### src/rtl/keypad_scan_decoder_if.sv
// Keypad matrix signals plus the decoded key event outputs.
// The decoder drives the columns and key outputs; the keypad side returns the rows.
interface keypad_scan_decoder_if;
   logic [3:0] row_in;
   logic [3:0] col_sel;
   logic [3:0] key_code;
   logic       key_valid;
   logic       key_held;

   modport master (
      input  row_in,
      output col_sel,
      output key_code,
      output key_valid,
      output key_held
   );

   modport slave (
      output row_in,
      input  col_sel,
      input  key_code,
      input  key_valid,
      input  key_held
   );
endinterface

### src/rtl/keypad_scan_decoder.sv
// 4x4 keypad column scanner with frame-level debounce.
// Emits one key_valid pulse per accepted press and tracks the held state.
module keypad_scan_decoder #(
   parameter int unsigned SCAN_DIV        = 16,
   parameter int unsigned DEBOUNCE_FRAMES = 3
) (
   input logic                   clk_in,
   input logic                   reset,
   keypad_scan_decoder_if.master kp
);

   localparam int unsigned   DivW    = $clog2(SCAN_DIV);
   localparam int unsigned   CntW    = $clog2(DEBOUNCE_FRAMES + 1);
   localparam logic [DivW-1:0] DivLast = DivW'(SCAN_DIV - 1);
   localparam logic [CntW-1:0] CntDone = CntW'(DEBOUNCE_FRAMES);

   typedef enum logic [1:0] {StIdle, StPressDb, StHeld} state_e;

   state_e          state_q, state_d;
   logic [3:0]      row_meta_q, row_meta_d;
   logic [3:0]      row_sync_q, row_sync_d;
   logic [DivW-1:0] div_q, div_d;
   logic [1:0]      col_q, col_d;
   logic [3:0]      col_sel_q, col_sel_d;
   logic [1:0]      acc_cnt_q, acc_cnt_d;
   logic [3:0]      acc_key_q, acc_key_d;
   logic [3:0]      cand_q, cand_d;
   logic [CntW-1:0] cnt_q, cnt_d;
   logic [3:0]      key_code_q, key_code_d;
   logic            key_valid_q, key_valid_d;
   logic            key_held_q, key_held_d;

   logic            sample, frame_end, frame_valid, accept;
   logic [3:0]      rows_low, acc_key_new;
   logic [2:0]      n_low, tot;
   logic [1:0]      low_idx, acc_cnt_sat;
   logic [CntW-1:0] cnt_inc;

   always_comb begin
      state_d     = state_q;
      row_meta_d  = kp.row_in;
      row_sync_d  = row_meta_q;
      div_d       = div_q;
      col_d       = col_q;
      col_sel_d   = col_sel_q;
      acc_cnt_d   = acc_cnt_q;
      acc_key_d   = acc_key_q;
      cand_d      = cand_q;
      cnt_d       = cnt_q;
      key_code_d  = key_code_q;
      key_valid_d = 1'b0;
      key_held_d  = key_held_q;
      accept      = 1'b0;

      sample    = (div_q == DivLast);
      frame_end = sample && (col_q == 2'd3);
      div_d     = sample ? '0 : div_q + 1'b1;
      if (sample) begin
         col_d     = col_q + 2'd1;
         col_sel_d = ~(4'b0001 << col_d);
      end

      rows_low = ~row_sync_q;
      n_low    = '0;
      low_idx  = '0;
      for (int i = 0; i < 4; i++) begin
         n_low = n_low + {2'b00, rows_low[i]};
         if (rows_low[i]) low_idx = i[1:0];
      end
      // Saturate at 2: anything beyond one low bit per frame means ghosting/multi-press.
      tot         = {1'b0, acc_cnt_q} + n_low;
      acc_cnt_sat = (tot >= 3'd2) ? 2'd2 : tot[1:0];
      acc_key_new = (acc_cnt_q == 2'd0 && n_low == 3'd1) ? {col_q, low_idx} : acc_key_q;
      frame_valid = (acc_cnt_sat == 2'd1);

      if (frame_end) begin
         acc_cnt_d = '0;
         acc_key_d = '0;
      end else if (sample) begin
         acc_cnt_d = acc_cnt_sat;
         acc_key_d = acc_key_new;
      end

      cnt_inc = cnt_q + 1'b1;
      if (frame_end) begin
         unique case (state_q)
            StIdle: begin
               if (frame_valid) begin
                  cand_d = acc_key_new;
                  if (DEBOUNCE_FRAMES == 1) begin
                     accept = 1'b1;
                  end else begin
                     cnt_d   = CntW'(1);
                     state_d = StPressDb;
                  end
               end
            end
            StPressDb: begin
               if (!frame_valid) begin
                  cnt_d   = '0;
                  state_d = StIdle;
               end else if (acc_key_new == cand_q) begin
                  if (cnt_inc == CntDone) accept = 1'b1;
                  else                    cnt_d  = cnt_inc;
               end else begin
                  cand_d = acc_key_new;
                  cnt_d  = CntW'(1);
               end
            end
            StHeld: begin
               if (frame_valid || acc_cnt_sat != 2'd0) begin
                  cnt_d = '0;
               end else if (cnt_inc == CntDone) begin
                  cnt_d      = '0;
                  key_held_d = 1'b0;
                  state_d    = StIdle;
               end else begin
                  cnt_d = cnt_inc;
               end
            end
            default: state_d = StIdle;
         endcase
      end

      if (accept) begin
         key_code_d  = cand_d;
         key_held_d  = 1'b1;
         key_valid_d = 1'b1;
         cnt_d       = '0;
         state_d     = StHeld;
      end
   end

   always_ff @(posedge clk_in) begin
      if (reset) begin
         state_q     <= StIdle;
         row_meta_q  <= 4'hF;
         row_sync_q  <= 4'hF;
         div_q       <= '0;
         col_q       <= '0;
         col_sel_q   <= 4'b1110;
         acc_cnt_q   <= '0;
         acc_key_q   <= '0;
         cand_q      <= '0;
         cnt_q       <= '0;
         key_code_q  <= '0;
         key_valid_q <= 1'b0;
         key_held_q  <= 1'b0;
      end else begin
         state_q     <= state_d;
         row_meta_q  <= row_meta_d;
         row_sync_q  <= row_sync_d;
         div_q       <= div_d;
         col_q       <= col_d;
         col_sel_q   <= col_sel_d;
         acc_cnt_q   <= acc_cnt_d;
         acc_key_q   <= acc_key_d;
         cand_q      <= cand_d;
         cnt_q       <= cnt_d;
         key_code_q  <= key_code_d;
         key_valid_q <= key_valid_d;
         key_held_q  <= key_held_d;
      end
   end

   assign kp.col_sel   = col_sel_q;
   assign kp.key_code  = key_code_q;
   assign kp.key_valid = key_valid_q;
   assign kp.key_held  = key_held_q;

endmodule

### src/flat_wrapper.sv
// flat-port wrapper written by rule: the top's interface ports become plain ports
module keypad_scan_decoder_flat 
#(
   parameter int unsigned SCAN_DIV        = 16,
   parameter int unsigned DEBOUNCE_FRAMES = 3
)
  (clk_in, reset, kp_row_in, kp_col_sel, kp_key_code, kp_key_valid, kp_key_held);
  keypad_scan_decoder_if kp_i ();
  input logic clk_in;
  input logic reset;
  input wire logic [$bits(kp_i.row_in)-1:0] kp_row_in;
  output wire logic [$bits(kp_i.col_sel)-1:0] kp_col_sel;
  output wire logic [$bits(kp_i.key_code)-1:0] kp_key_code;
  output wire logic [$bits(kp_i.key_valid)-1:0] kp_key_valid;
  output wire logic [$bits(kp_i.key_held)-1:0] kp_key_held;
  assign kp_i.row_in = kp_row_in;
  assign kp_col_sel = kp_i.col_sel;
  assign kp_key_code = kp_i.key_code;
  assign kp_key_valid = kp_i.key_valid;
  assign kp_key_held = kp_i.key_held;
  keypad_scan_decoder #(.SCAN_DIV(SCAN_DIV), .DEBOUNCE_FRAMES(DEBOUNCE_FRAMES)) u_core (.clk_in(clk_in), .reset(reset), .kp(kp_i));
endmodule
### config.mk
export PLATFORM = sky130hd
export DESIGN_NAME = keypad_scan_decoder_flat
export DESIGN_NICKNAME = d
export VERILOG_FILES = /design/src/rtl/keypad_scan_decoder_if.sv /design/src/rtl/keypad_scan_decoder.sv /design/src/flat_wrapper.sv
export SDC_FILE = /design/constraint.sdc
export NUM_CORES = 1
export LEC_CHECK = 0
export BUFFER_PORTS_ARGS = -buffer_cell sky130_fd_sc_hd__buf_4
export CAP_MARGIN = 20
export CELL_PAD_IN_SITES_DETAIL_PLACEMENT = 0
export CELL_PAD_IN_SITES_GLOBAL_PLACEMENT = 1
export CORE_AREA = 2 2 77 71
export CTS_CLUSTER_SIZE = 28
export DETAILED_ROUTE_END_ITERATION = 8
export DIE_AREA = 0 0 79 73
export GPL_TIMING_DRIVEN = 1
export PLACE_DENSITY_LB_ADDON = 0.1
export SETUP_SLACK_MARGIN = 0.3
export SLEW_MARGIN = 20
export SYNTH_ARGS = -nofsm -noshare
export SYNTH_HDL_FRONTEND = slang
export SYNTH_SLANG_ARGS = --single-unit
### constraint.sdc
create_clock -name clk_in -period 3.9 [get_ports clk_in]
set_input_delay 0 -clock clk_in [delete_from_list [all_inputs] [get_ports clk_in]]
set_output_delay 0 -clock clk_in [all_outputs]
set_load 0.01 [all_outputs]
**After elaboration in Yosys (flattened, before gate mapping)**

Cells that the tools add are included.

- Reductions and logical operators: 17
- Muxes and demuxes: 34
- Div/mod/pow operators: 0
- Add/subtract/negate cells: 7
- $mul: 0
- $lt $le $gt $ge: 1
- Bitwise operators: 2
- Equal/unequal tests: 18
- Shift operators: 1

Operators with widths:

| cell | count |
|---|---|
| 2-bit two-way mux | 14 |
| 4-bit two-way mux | 5 |
| 1-bit two-way mux | 12 |
| 2-bit one-hot mux with 3 select lines | 2 |
| 5-bit AND reduction | 2 |
| 4-bit NOT | 2 |
| 4-bit one-hot mux with 2 select lines | 1 |
| 4-bit AND reduction | 2 |
| 2-bit nonzero test | 4 |
| 3-bit by 1-bit adder with 3-bit output | 2 |
| 2-bit == test, second input constant | 3 |
| 2-bit by 1-bit != test with 1-bit output, second input constant | 3 |
| 3-bit by 1-bit != test with 1-bit output, second input constant | 2 |
| 2-bit OR reduction | 3 |
| 2-bit by 1-bit adder with 2-bit output, second input constant | 2 |
| 4-bit by 1-bit adder with 4-bit output, second input constant | 1 |
| 2-bit by 1-bit == test with 1-bit output, second input constant | 2 |
| 4-bit == test | 1 |
| 4-bit == test, second input constant | 1 |
| 2-bit logical NOT | 2 |
| 2-bit != test, second input constant | 2 |
| 4-bit != test, second input constant | 1 |
| 1-bit by 2-bit << shifter with 4-bit output, first input constant | 1 |
| 2-bit by 3-bit adder with 3-bit output | 1 |
| other kinds (8) | 9 |

- Input port bits: 6
- Output and inout port bits: 10
- Logic and storage cells: 94
- Memory bits (read-only): 0
- Bits in registers: 38
- Bits in latches: 0
- Memories kept: 0
- Memory bits (writable): 0

**Longest topological paths before layout**

Gate-level depths: netlist of run 1.

- Word-level depth: 14
- Mapped depth: 13
- Gate-level depth less buffers: 12

**Worst setup path after synthesis of run 1**

No wires, ideal clock.

- Kind: register to register
- Start point: register u_core.row_sync_q[0]
- End point: register u_core.key_code_q[3], in the netlist u_core.kp.key_code[3]
- Arrival: 3.255 ns
- Data required time: 3.772 ns
- Buffers on the path: 0
- Path slack: 0.518 ns
- Period minus slack after synthesis: 3.382 ns
- Cell stages (with the launch flop): 13
- Library setup time: 0.128 ns
- Cell sequence: dfxtp_1 inv_1 ha_1 fa_1 ha_1 fa_1 xor2_1 nor2_1 and3_1 nand4_1 nor3_2 mux2i_1 nor2_1

- Cells in the longest elaborated chain, start to end: 12
- Elaborated cells between the ends (all ways): 21
- Classes of those cells: 4 x add/sub; 1 x order compare; 3 x eq/ne; 11 x mux; 1 x bitwise; 1 x reduce/logical

Ends and longest elaborated chain:

| element | RTL line | text |
|---|---|---|
| start: declaration | keypad_scan_decoder.sv:21 | `logic [3:0] row_sync_q, row_sync_d;` |
| start signal: assignment | keypad_scan_decoder.sv:152 | `row_sync_q <= row_sync_d;` |
| 4-bit NOT * | keypad_scan_decoder.sv:63 | `rows_low = ~row_sync_q;` |
| 1-bit by 1-bit adder with 2-bit output * | keypad_scan_decoder.sv:67 | `n_low = n_low + {2'b00, rows_low[i]};` |
| 3-bit by 1-bit adder with 3-bit output * (2 in a row) | keypad_scan_decoder.sv:67 |  |
| branches (longest 8 deep; another with 2-bit by 3-bit adder with 3-bit output) | n/a |  |
| end signal: assignment | keypad_scan_decoder.sv:160 | `key_code_q <= key_code_d;` |
| end: declaration | keypad_scan_decoder.sv:29 | `logic [3:0] key_code_q, key_code_d;` |

Mark *: on every way between the ends.
A chain may end at the register's enable or synchronous reset.

**Worst setup path after layout of run 1**

- Start point: register u_core.row_sync_q[1]
- End point: register u_core.cnt_q[0]

- Cells in the longest elaborated chain, start to end: 13
- Elaborated cells between the ends (all ways): 29
- Classes of those cells: 4 x add/sub; 1 x order compare; 5 x eq/ne; 13 x mux; 1 x bitwise; 5 x reduce/logical

Ends and longest elaborated chain:

| element | RTL line | text |
|---|---|---|
| 4-bit NOT * | keypad_scan_decoder.sv:63 |  |
| branches (longest 12 deep; another with 3-bit by 1-bit adder with 3-bit output) | n/a |  |
| end signal: assignment | keypad_scan_decoder.sv:159 | `cnt_q <= cnt_d;` |
| end: declaration | keypad_scan_decoder.sv:28 | `logic [CntW-1:0] cnt_q, cnt_d;` |

Marks and branches as above.

==> results of run 1 <==
stage by stage:
step / util [%] / cells
after floorplan: - / 214
after global placement: 41.4 / 289
after detailed placement: 41.4 / 289
after CTS: 44.1 / 301
after global routing: 44.9 / 305
final: 44.9 / 305
Yosys cell counts (2+ instances only):
cell type and count:
sky130_fd_sc_hd__o31ai_1 3, sky130_fd_sc_hd__dfxtp_1 38, sky130_fd_sc_hd__nand2_1 17, sky130_fd_sc_hd__a211o_1 3, sky130_fd_sc_hd__a22oi_1 3, sky130_fd_sc_hd__nor3_1 5
sky130_fd_sc_hd__ha_1 16, sky130_fd_sc_hd__buf_2 2, sky130_fd_sc_hd__xor2_1 2, sky130_fd_sc_hd__mux2i_1 6, sky130_fd_sc_hd__o211ai_1 3, sky130_fd_sc_hd__a211oi_1 5
sky130_fd_sc_hd__or2_2 8, sky130_fd_sc_hd__o21ai_0 6, sky130_fd_sc_hd__clkbuf_1 6, sky130_fd_sc_hd__nand3_1 4, sky130_fd_sc_hd__nor2b_1 4, sky130_fd_sc_hd__inv_1 14
sky130_fd_sc_hd__xnor2_1 2, sky130_fd_sc_hd__nor2_1 23, sky130_fd_sc_hd__and3_1 2, sky130_fd_sc_hd__nand4_1 3, sky130_fd_sc_hd__fa_1 2, sky130_fd_sc_hd__a21oi_1 14
worst paths after layout:
check | to | slack, ns | depth (start not counted)
worst min register to register | u_core.row_sync_q[1] | 0.41 | 1
worst max-delay path | u_core.cnt_q[0] | 0.50 | 10
worst min-delay path | u_core.acc_key_q[0] | 0.10 | 2
worst max register to register | u_core.cnt_q[0] | 0.50 | 10
what timing repair did:
action                                  CTS  global route
endpoints found under the setup margin    0             9
setup buffers                             0             4
resized for setup                         0             4
hold endpoints to repair                  4             0
hold buffers                              4             0
area by class of cell:
| class | count | area (um2) | area share [%] |
|---|---|---|---|
| clock buffers | 6 | 82.6 | 3.63 |
| clock inverters | 2 | 12.5 | 0.550 |
| inverters | 14 | 52.6 | 2.31 |
| multi-input cells | 154 | 1090 | 48.0 |
| flip-flops and latches | 38 | 761 | 33.4 |
| well taps | 67 | 83.8 | 3.69 |
| repair buffers | 24 | 190 | 8.36 |
metal layers:
metal  track usage, %  part of all wire [%]
met3             4.83                   3.2
met1             20.7                    50
met4             5.17                   1.4
met2             25.6                    45
met5                0                     0
cell families (layout without fill, tap and decap cells):
kind of cell / count (synthesis) / after routing / synth area share, %
AND/OR/NAND/NOR: 82 / 82 / 23.3
flip-flops: 38 / 38 / 39.5
AO/OA/AOI/OAI: 44 / 44 / 15.4
buffers and inverters: 22 / 46 / 4.41
adder cells (fa/ha/maj): 18 / 18 / 12.5
multiplexers: 6 / 6 / 3.11
XOR/XNOR: 4 / 4 / 1.82
power by group:
group          internal [mW]  total (mW)  switching [mW]
sequential             0.394       0.398         0.00410
clock                  0.142       0.290           0.148
combinational         0.0321      0.0691          0.0370
critical path, stage by stage, from the launching register on:
cell,delay (ns)
sky130_fd_sc_hd__dfxtp_1,0.34
sky130_fd_sc_hd__inv_1,0.05
sky130_fd_sc_hd__ha_1,0.28
sky130_fd_sc_hd__fa_1,0.53
sky130_fd_sc_hd__or3b_4,0.42
sky130_fd_sc_hd__nor3_4,0.27
sky130_fd_sc_hd__mux2i_2,0.28
sky130_fd_sc_hd__o2111ai_2,0.19
sky130_fd_sc_hd__or4_1,0.50
sky130_fd_sc_hd__a221oi_1,0.33
sky130_fd_sc_hd__a211oi_1,0.09
sequential cells by signal, indices dropped and copies added, names as in the netlist, 4 cells and up:
register and flops:
u_core.acc_key_q 4, u_core.cand_q 4, u_core.div_q 4, u_core.kp.col_sel 4
u_core.kp.key_code 4, u_core.row_meta_q 4, u_core.row_sync_q 4
==> results.sh, run 1 <==
export IMPL_status="finished, final reports clean"
export IMPL_synth_area_um2=1930
export IMPL_routed_wl_um=4230
export IMPL_postSynth_asyncResetShare_pct=0
export IMPL_numPortBuffers=15
export IMPL_detail_route_antenna_nets=0
export IMPL_cts_buffers=5
export IMPL_finalInstanceArea_um2=2270
export IMPL_dp_slack_ns=0.322
export IMPL_timing_rr_start="u_core.row_sync_q[1]"
export IMPL_cts_htree_levels=2
export IMPL_synth_edff_count=0
export IMPL_starting_density_of_the_core_pct=38.0
export IMPL_critical_path_startpoint="u_core.row_sync_q[1]"
export IMPL_hold_path_startpoint="reset"
export IMPL_root_buffer="sky130_fd_sc_hd__clkbuf_8"
export IMPL_mostFrequentLayoutCells="sky130_fd_sc_hd__dfxtp_1 (38), sky130_fd_sc_hd__nor2_1 (22), sky130_fd_sc_hd__buf_4 (20)"
export IMPL_die_height_um=73
export IMPL_biggest_area_contributors_in_the_synthesized_netlist="sky130_fd_sc_hd__dfxtp_1 (39%), sky130_fd_sc_hd__ha_1 (10%), sky130_fd_sc_hd__nor2_1 (4.5%), sky130_fd_sc_hd__a21oi_1 (3.6%), sky130_fd_sc_hd__nand2_1 (3.3%)"
export IMPL_final_period_minus_worst_setup_slack_ns=3.40
export IMPL_hpwlAfterDp_um=2990
export IMPL_finalSetupViolations=0
export IMPL_synth_ff_type="sky130_fd_sc_hd__dfxtp_1"
export IMPL_clock_sinks=38
export IMPL_first_global_vias=1479
export IMPL_crit_type="reg2reg"
export IMPL_num_rows=25
export IMPL_syn_avg_cell_area_um2=9.01
export IMPL_grt_first_pass_wirelength_um=7020
export IMPL_timing_critical_path_to_type="register"
export IMPL_drc_errors=0
export IMPL_layout_cells_most_common="sky130_fd_sc_hd__dfxtp_1"
export IMPL_synth_ff_latch_count=38
export IMPL_flow_area_growth_from_synthesis_pct=18.0
export IMPL_place_gp_congestion=0.838
export IMPL_post_route_fraction_of_the_period_consumed_by_the_critical_path_pct=87.3
export IMPL_route_detailed_wl_per_inst_um=13.9
export IMPL_layout_drive_gt1_share_pct=20.2
export IMPL_critical_path_required_ns=4.07
export IMPL_io_pins=16
export IMPL_layout_setup_ws_ns=0.497
export IMPL_clk_insertion_delay_late_ns=0.30
export IMPL_maxCapViolations=0
export IMPL_synth_cell_type_count=47
export IMPL_grt_residual_overflow=0
export IMPL_die_w_um=79
export IMPL_grt_total_usage_pct=16.0
export IMPL_clk_transition_reported_paths_ns=0.08
export IMPL_synth_seq_area_share_pct=39.5
export IMPL_synth_nets=238
export IMPL_power_density_cell_area_nw_per_um2=333
export IMPL_post_dp_cell_area_um2=2100
export IMPL_ys_warns=0
export IMPL_maxClockFrequency_mhz=294
export IMPL_dr_first_iter_drc_count=63
export IMPL_clock_tree_buffer_depth=2
export IMPL_worstMarginPinSlew_ns=0.626
export IMPL_static_leakage_power_nw=0.933
export IMPL_mapped_cells=214
export IMPL_number_of_pins_exceeding_their_max_slew_limit_in_the_final_report=0
export IMPL_min_delay_path_class="in2reg"
export IMPL_cts_tree="done"
export IMPL_worst_case_hold_slack_ns=0.100
export IMPL_fill_cells=523
export IMPL_insertedDiodeCount=0
export IMPL_rsz0062_at_grt="false"
export IMPL_design_die_area_um2=5770
export IMPL_maximum_number_of_pins_on_one_net_before_global_route_repair=39
export IMPL_firstDrtPassIters=4
export IMPL_netlist_top_cell_by_area="sky130_fd_sc_hd__dfxtp_1"
export IMPL_critPathMaxFanout=5
export IMPL_critical_path_arrival_ns=3.58
export IMPL_worst_setup_path_start_kind="register"
export IMPL_post_layout_total_power_mw=0.758
export IMPL_design_final_nets=261
export IMPL_vdd_drop_max_mv=0.157
export IMPL_core_area_um2=5070
export IMPL_finalClockSkew_ns=0.00805
export IMPL_fin_setup_tns_ns=0
export IMPL_slew_headroom_pct=57.7
export IMPL_number_of_hold_violations_in_the_final_report=0
export IMPL_dr_vias=1556
export IMPL_synth_top_cell_area_share_pct=39.5
export IMPL_antenna_violations_before_repair=0
export IMPL_post_drt_via_cell_ratio=5.10
Note: power is estimated with default switching activity, not from simulation.
==> inputs of run 2 (changes only) <==
==> constraint.sdc (replaced) <==
create_clock -name clk_in -period 3.9 [get_ports clk_in]
set_input_delay 0.195 -clock clk_in [delete_from_list [all_inputs] [get_ports clk_in]]
set_output_delay 0.195 -clock clk_in [all_outputs]
set_load 0.01 [all_outputs]
==> run 2 against run 1 <==
Net effect: critical path depth is the same; maximum frequency about the same; via count is 0.71% lower; combinational power shrank 4.5%; routed wire length decreased by 0.35%; critical endpoint unchanged.
==> results.sh, run 2 (synthesized netlist as in run 1, its figures left out) <==
export IMPL_status="finished, final reports clean"
export IMPL_critical_path_startpoint="u_core.row_sync_q[1]"
export IMPL_hpwlAfterDp_um=2990
export IMPL_post_drt_via_cell_ratio=5.13
export IMPL_critPathBufInv=1
export IMPL_cts_htree_levels=2
export IMPL_min_delay_path_class="in2reg"
export IMPL_drc_errors=0
export IMPL_design_die_area_um2=5770
export IMPL_firstDrtPassIters=4
export IMPL_final_period_minus_worst_setup_slack_ns=3.41
export IMPL_fin_setup_tns_ns=0
export IMPL_place_gp_congestion=0.838
export IMPL_rsz0062_at_grt="false"
export IMPL_worstMarginPinSlew_ns=0.627
export IMPL_critical_path_required_ns=4.07
export IMPL_flow_area_growth_from_synthesis_pct=15.9
export IMPL_fill_cells=529
export IMPL_insertedDiodeCount=0
export IMPL_design_final_nets=257
export IMPL_number_of_pins_exceeding_their_max_slew_limit_in_the_final_report=0
export IMPL_detail_route_antenna_nets=0
export IMPL_die_w_um=79
export IMPL_worstPathCellList="inv_1, ha_1, fa_1, or3b_4, nor3_4, mux2i_2, o2111ai_2, or4_1, a221oi_1, a211oi_1"
export IMPL_clock_tree_buffer_depth=2
export IMPL_reg2reg_setup_slack_ns=0.49
export IMPL_grt_residual_overflow=0
export IMPL_mostFrequentLayoutCells="sky130_fd_sc_hd__dfxtp_1 (38), sky130_fd_sc_hd__nor2_1 (22), sky130_fd_sc_hd__buf_4 (20)"
export IMPL_routed_wl_um=4210
export IMPL_finalClockSkew_ns=0.00805
export IMPL_grt_first_pass_wirelength_um=7000
export IMPL_cp_slowest_cell="sky130_fd_sc_hd__fa_1"
export IMPL_cts_tree="done"
export IMPL_critical_path_arrival_ns=3.58
export IMPL_rr_worst_depth=10
export IMPL_starting_density_of_the_core_pct=38.0
export IMPL_critical_path_max_stage_delay_ns=0.53
export IMPL_crit_cells=10
export IMPL_vdd_drop_max_mv=0.157
export IMPL_crit_type="reg2reg"
export IMPL_number_of_hold_violations_in_the_final_report=0
export IMPL_first_global_vias=1471
export IMPL_clk_insertion_delay_late_ns=0.30
export IMPL_reg2reg_capture_point="u_core.cnt_q[0]"
export IMPL_maximum_number_of_pins_on_one_net_before_global_route_repair=39
export IMPL_num_rows=25
export IMPL_worst_case_hold_slack_ns=0.0756
export IMPL_critPathMaxFanout=5
export IMPL_grt_total_usage_pct=15.9
export IMPL_io_pins=16
export IMPL_root_buffer="sky130_fd_sc_hd__clkbuf_8"
export IMPL_finalSetupViolations=0
export IMPL_maxCapViolations=0
export IMPL_core_area_um2=5070
export IMPL_dr_first_iter_drc_count=60
export IMPL_endpoint="u_core.cnt_q[0]"
export IMPL_clk_transition_reported_paths_ns=0.08
export IMPL_worst_setup_path_start_kind="register"
export IMPL_dr_vias=1545
export IMPL_layout_cells_most_common="sky130_fd_sc_hd__dfxtp_1"
export IMPL_static_leakage_power_nw=0.917
export IMPL_post_route_fraction_of_the_period_consumed_by_the_critical_path_pct=87.3
export IMPL_timing_rr_start="u_core.row_sync_q[1]"
export IMPL_maxClockFrequency_mhz=294
export IMPL_clock_sinks=38
export IMPL_layout_drive_gt1_share_pct=20.5
export IMPL_timing_critical_path_max_delay_family="simple AND/OR/NAND/NOR gates"
export IMPL_cts_buffers=5
export IMPL_timing_critical_path_to_type="register"
export IMPL_die_height_um=73
export IMPL_antenna_violations_before_repair=0
export IMPL_slew_headroom_pct=57.6
export IMPL_numPortBuffers=15
export IMPL_route_detailed_wl_per_inst_um=14.0
export IMPL_power_density_cell_area_nw_per_um2=338
run 2: cell types whose count changed in the layout (fill, tap and decap cells not counted):
cell / change
sky130_fd_sc_hd__dlygate4sd3_1: -4
run 2: what timing repair did:
action                     4_1_cts  5_1_grt
buffers inserted                 0        4
setup endpoints to repair        0        9
gates resized for setup          0        4
hold buffers                     0        0
run 2: worst register-to-register path: stages (launching register included):
cell and delay, ns:
sky130_fd_sc_hd__dfxtp_1 0.34, sky130_fd_sc_hd__inv_1 0.05, sky130_fd_sc_hd__ha_1 0.28, sky130_fd_sc_hd__fa_1 0.53
sky130_fd_sc_hd__or3b_4 0.42, sky130_fd_sc_hd__nor3_4 0.28, sky130_fd_sc_hd__mux2i_2 0.28, sky130_fd_sc_hd__o2111ai_2 0.19
sky130_fd_sc_hd__or4_1 0.51, sky130_fd_sc_hd__a221oi_1 0.33, sky130_fd_sc_hd__a211oi_1 0.09
run 2: worst min-delay path by stage:
stage,start,end,depth (start not counted)
floorplan,kp_row_in[0],u_core.row_meta_q[0],1
global placement,kp_row_in[1],u_core.row_meta_q[1],2
detailed placement,kp_row_in[1],u_core.row_meta_q[1],2
CTS,kp_row_in[3],u_core.row_meta_q[3],2
global route,kp_row_in[3],u_core.row_meta_q[3],2
finish,kp_row_in[3],u_core.row_meta_q[3],2
run 2: metrics by stage:
step	area (um2)	power, mW	utilization (%)	setup WS, ns	instances
after floorplan	1930	0.451	-	0.518	214
after global placement	2100	0.465	41.4	0.422	289
after detailed placement	2100	0.466	41.4	0.322	289
after CTS	2190	0.760	43.3	0.303	297
after global routing	2230	0.790	44.1	0.325	301
final	2230	0.754	44.1	0.494	301
run 2: final cells by class:
type                            instances  area (um2)  area share (%)
Clock inverter                          2        12.5           0.560
Clock buffer                            6        82.6            3.70
Tap cell                               67        83.8            3.75
Inverter                               14        52.6            2.35
Multi-Input combinational cell        154        1090            48.9
Sequential cell                        38         761            34.0
Timing Repair Buffer                   20         150            6.72
run 2: power by group:
| group | switching (mW) | internal (mW) |
|---|---|---|
| clock | 0.148 | 0.142 |
| sequential | 0.00410 | 0.394 |
| combinational | 0.0365 | 0.0295 |
| total | 0.189 | 0.566 |
run 2: routing by layer:
layer	track usage, %	wire length, um	vias to the layer above
met1	20.8	2070	739
met5	0	0	-
met3	4.83	159	6
li1	-	-	780
met4	5.17	59	0
met2	25.4	1920	20
==> inputs of run 3 (changes only) <==
--- a/config.mk
+++ b/config.mk
@@ -15,6 +15,7 @@
 export DIE_AREA = 0 0 79 73
 export GPL_TIMING_DRIVEN = 1
 export PLACE_DENSITY_LB_ADDON = 0.1
+export RECOVER_POWER = 100
 export SETUP_SLACK_MARGIN = 0.3
 export SLEW_MARGIN = 20
 export SYNTH_ARGS = -nofsm -noshare
==> run 3 against run 2 <==
Net effect: critical path depth up 2; critical endpoint unchanged; register-to-register slack worse by 0.12 ns; global-route usage unchanged; combinational power down 3.2%; clock skew down 0.0013 ns; routed wire length down 0.45%; the flow now finishes with violations (max-capacitance violations, max-slew violations); setup slack worse by 0.12 ns; utilization down 0.91 points.
==> results.sh, run 3 (synthesized netlist as in run 1, its figures left out) <==
export IMPL_die_height_um=73
export IMPL_maximum_number_of_pins_on_one_net_before_global_route_repair=39
export IMPL_design_final_nets=257
export IMPL_maxCapViolations=1
export IMPL_post_drt_via_cell_ratio=5.14
export IMPL_crit_type="reg2reg"
export IMPL_critical_path_startpoint="u_core.row_sync_q[1]"
export IMPL_rr_worst_depth=12
export IMPL_grt_residual_overflow=0
export IMPL_fill_cells=541
export IMPL_timing_rr_start="u_core.row_sync_q[1]"
export IMPL_fin_setup_tns_ns=0
export IMPL_static_leakage_power_nw=0.873
export IMPL_rsz0062_at_grt="false"
export IMPL_final_period_minus_worst_setup_slack_ns=3.53
export IMPL_drc_errors=0
export IMPL_cts_htree_levels=2
export IMPL_dr_first_iter_drc_count=77
export IMPL_clock_sinks=38
export IMPL_violations="max-capacitance violations, max-slew violations"
export IMPL_hpwlAfterDp_um=2990
export IMPL_timing_critical_path_max_delay_family="adder cells"
export IMPL_number_of_pins_exceeding_their_max_slew_limit_in_the_final_report=39
export IMPL_number_of_hold_violations_in_the_final_report=0
export IMPL_antenna_violations_before_repair=0
export IMPL_cts_buffers=5
export IMPL_worst_case_hold_slack_ns=0.0765
export IMPL_slew_headroom_pct=-4.13
export IMPL_critical_path_required_ns=4.01
export IMPL_critical_path_arrival_ns=3.64
export IMPL_starting_density_of_the_core_pct=38.0
export IMPL_flow_area_growth_from_synthesis_pct=13.5
export IMPL_reg2reg_setup_slack_ns=0.37
export IMPL_cts_tree="done"
export IMPL_worst_setup_path_start_kind="register"
export IMPL_mostFrequentLayoutCells="sky130_fd_sc_hd__dfxtp_1 (38), sky130_fd_sc_hd__nor2_1 (23), sky130_fd_sc_hd__nand2_1 (17)"
export IMPL_die_w_um=79
export IMPL_worstMarginPinSlew_ns=1.56
export IMPL_layout_cells_most_common="sky130_fd_sc_hd__dfxtp_1"
export IMPL_worstPathCellList="inv_1, ha_1, fa_1, ha_2, fa_1, xor2_1, nor2_1, and3_2, nand4_1, or4b_1, nand2_1, a211oi_1"
export IMPL_post_route_fraction_of_the_period_consumed_by_the_critical_path_pct=90.5
export IMPL_endpoint="u_core.cnt_q[0]"
export IMPL_reg2reg_capture_point="u_core.cnt_q[0]"
export IMPL_grt_first_pass_wirelength_um=7000
export IMPL_power_density_cell_area_nw_per_um2=344
export IMPL_maxClockFrequency_mhz=283
export IMPL_vdd_drop_max_mv=0.157
export IMPL_insertedDiodeCount=0
export IMPL_detail_route_antenna_nets=0
export IMPL_io_pins=16
export IMPL_status="finished with violations"
export IMPL_dr_vias=1547
export IMPL_design_die_area_um2=5770
export IMPL_timing_critical_path_to_type="register"
export IMPL_first_global_vias=1471
export IMPL_route_detailed_wl_per_inst_um=13.9
export IMPL_place_gp_congestion=0.838
export IMPL_min_delay_path_class="in2reg"
export IMPL_grt_total_usage_pct=15.9
export IMPL_clk_insertion_delay_late_ns=0.30
export IMPL_root_buffer="sky130_fd_sc_hd__clkbuf_8"
export IMPL_clk_transition_reported_paths_ns=0.08
export IMPL_routed_wl_um=4200
export IMPL_finalSetupViolations=0
export IMPL_cts_hold_fix_buffers=0
export IMPL_firstDrtPassIters=4
export IMPL_critPathBufInv=1
export IMPL_crit_cells=12
export IMPL_critPathMaxFanout=5
export IMPL_clock_tree_buffer_depth=2
export IMPL_numPortBuffers=15
export IMPL_layout_drive_gt1_share_pct=15.0
export IMPL_most_numerous_cell_on_the_critical_path="sky130_fd_sc_hd__fa_1"
export IMPL_finalClockSkew_ns=0.00671
export IMPL_critical_path_max_stage_delay_ns=0.55
export IMPL_num_rows=25
export IMPL_cp_slowest_cell="sky130_fd_sc_hd__or4b_1"
export IMPL_core_area_um2=5070
run 3: cell type report:
| class | count | area, um2 | area share, % |
|---|---|---|---|
| timing repair buffer | 20 | 109 | 4.97 |
| inverter | 14 | 52.6 | 2.40 |
| clock buffer | 6 | 82.6 | 3.77 |
| clock inverter | 2 | 12.5 | 0.572 |
| sequential | 38 | 761 | 34.8 |
| tap | 67 | 83.8 | 3.83 |
| multi-input combinational | 154 | 1090 | 49.7 |
run 3: how the worst min path moves through the flow:
stage                      start                   end  cells after the start
finish              kp_row_in[3]  u_core.row_meta_q[3]                      2
detailed placement  kp_row_in[1]  u_core.row_meta_q[1]                      2
global route        kp_row_in[3]  u_core.row_meta_q[3]                      2
global placement    kp_row_in[1]  u_core.row_meta_q[1]                      2
CTS                 kp_row_in[3]  u_core.row_meta_q[3]                      2
floorplan           kp_row_in[0]  u_core.row_meta_q[0]                      1
run 3: worst reg2reg max path, cell delays in order (launching register included):
cell	delay, ns
sky130_fd_sc_hd__dfxtp_1	0.34
sky130_fd_sc_hd__inv_1	0.05
sky130_fd_sc_hd__ha_1	0.28
sky130_fd_sc_hd__fa_1	0.37
sky130_fd_sc_hd__ha_2	0.34
sky130_fd_sc_hd__fa_1	0.44
sky130_fd_sc_hd__xor2_1	0.16
sky130_fd_sc_hd__nor2_1	0.26
sky130_fd_sc_hd__and3_2	0.28
sky130_fd_sc_hd__nand4_1	0.13
sky130_fd_sc_hd__or4b_1	0.55
sky130_fd_sc_hd__nand2_1	0.09
sky130_fd_sc_hd__a211oi_1	0.06
run 3: metrics by stage:
step                      instances  instance area, um2  util, %  setup WS, ns  power [mW]
after floorplan                 214                1930        -         0.518       0.451
after global placement          289                2100     41.4         0.422       0.465
after detailed placement        289                2100     41.4         0.322       0.466
after CTS                       297                2190     43.3         0.303       0.760
after global routing            301                2190     43.2         0.196       0.788
final                           301                2190     43.2         0.369       0.753
run 3: per-layer routing:
layer / global-route usage [%] / wire [um] / vias up
li1: - / - / 782
met4: 5.17 / 56 / 0
met5: 0 / 0 / -
met1: 20.8 / 2080 / 741
met2: 25.4 / 1900 / 18
met3: 4.83 / 159 / 6
run 3: power by group:
group          switching [mW]  leakage, nW  internal (mW)
clock                   0.148       0.0472          0.142
combinational          0.0365        0.517         0.0275
sequential            0.00402        0.309          0.394
total                   0.189        0.873          0.564
run 3: repair_timing:
item / in CTS / in global routing
setup endpoints to repair: 0 / 9
gates resized for setup: 0 / 4
buffers inserted: 0 / 4
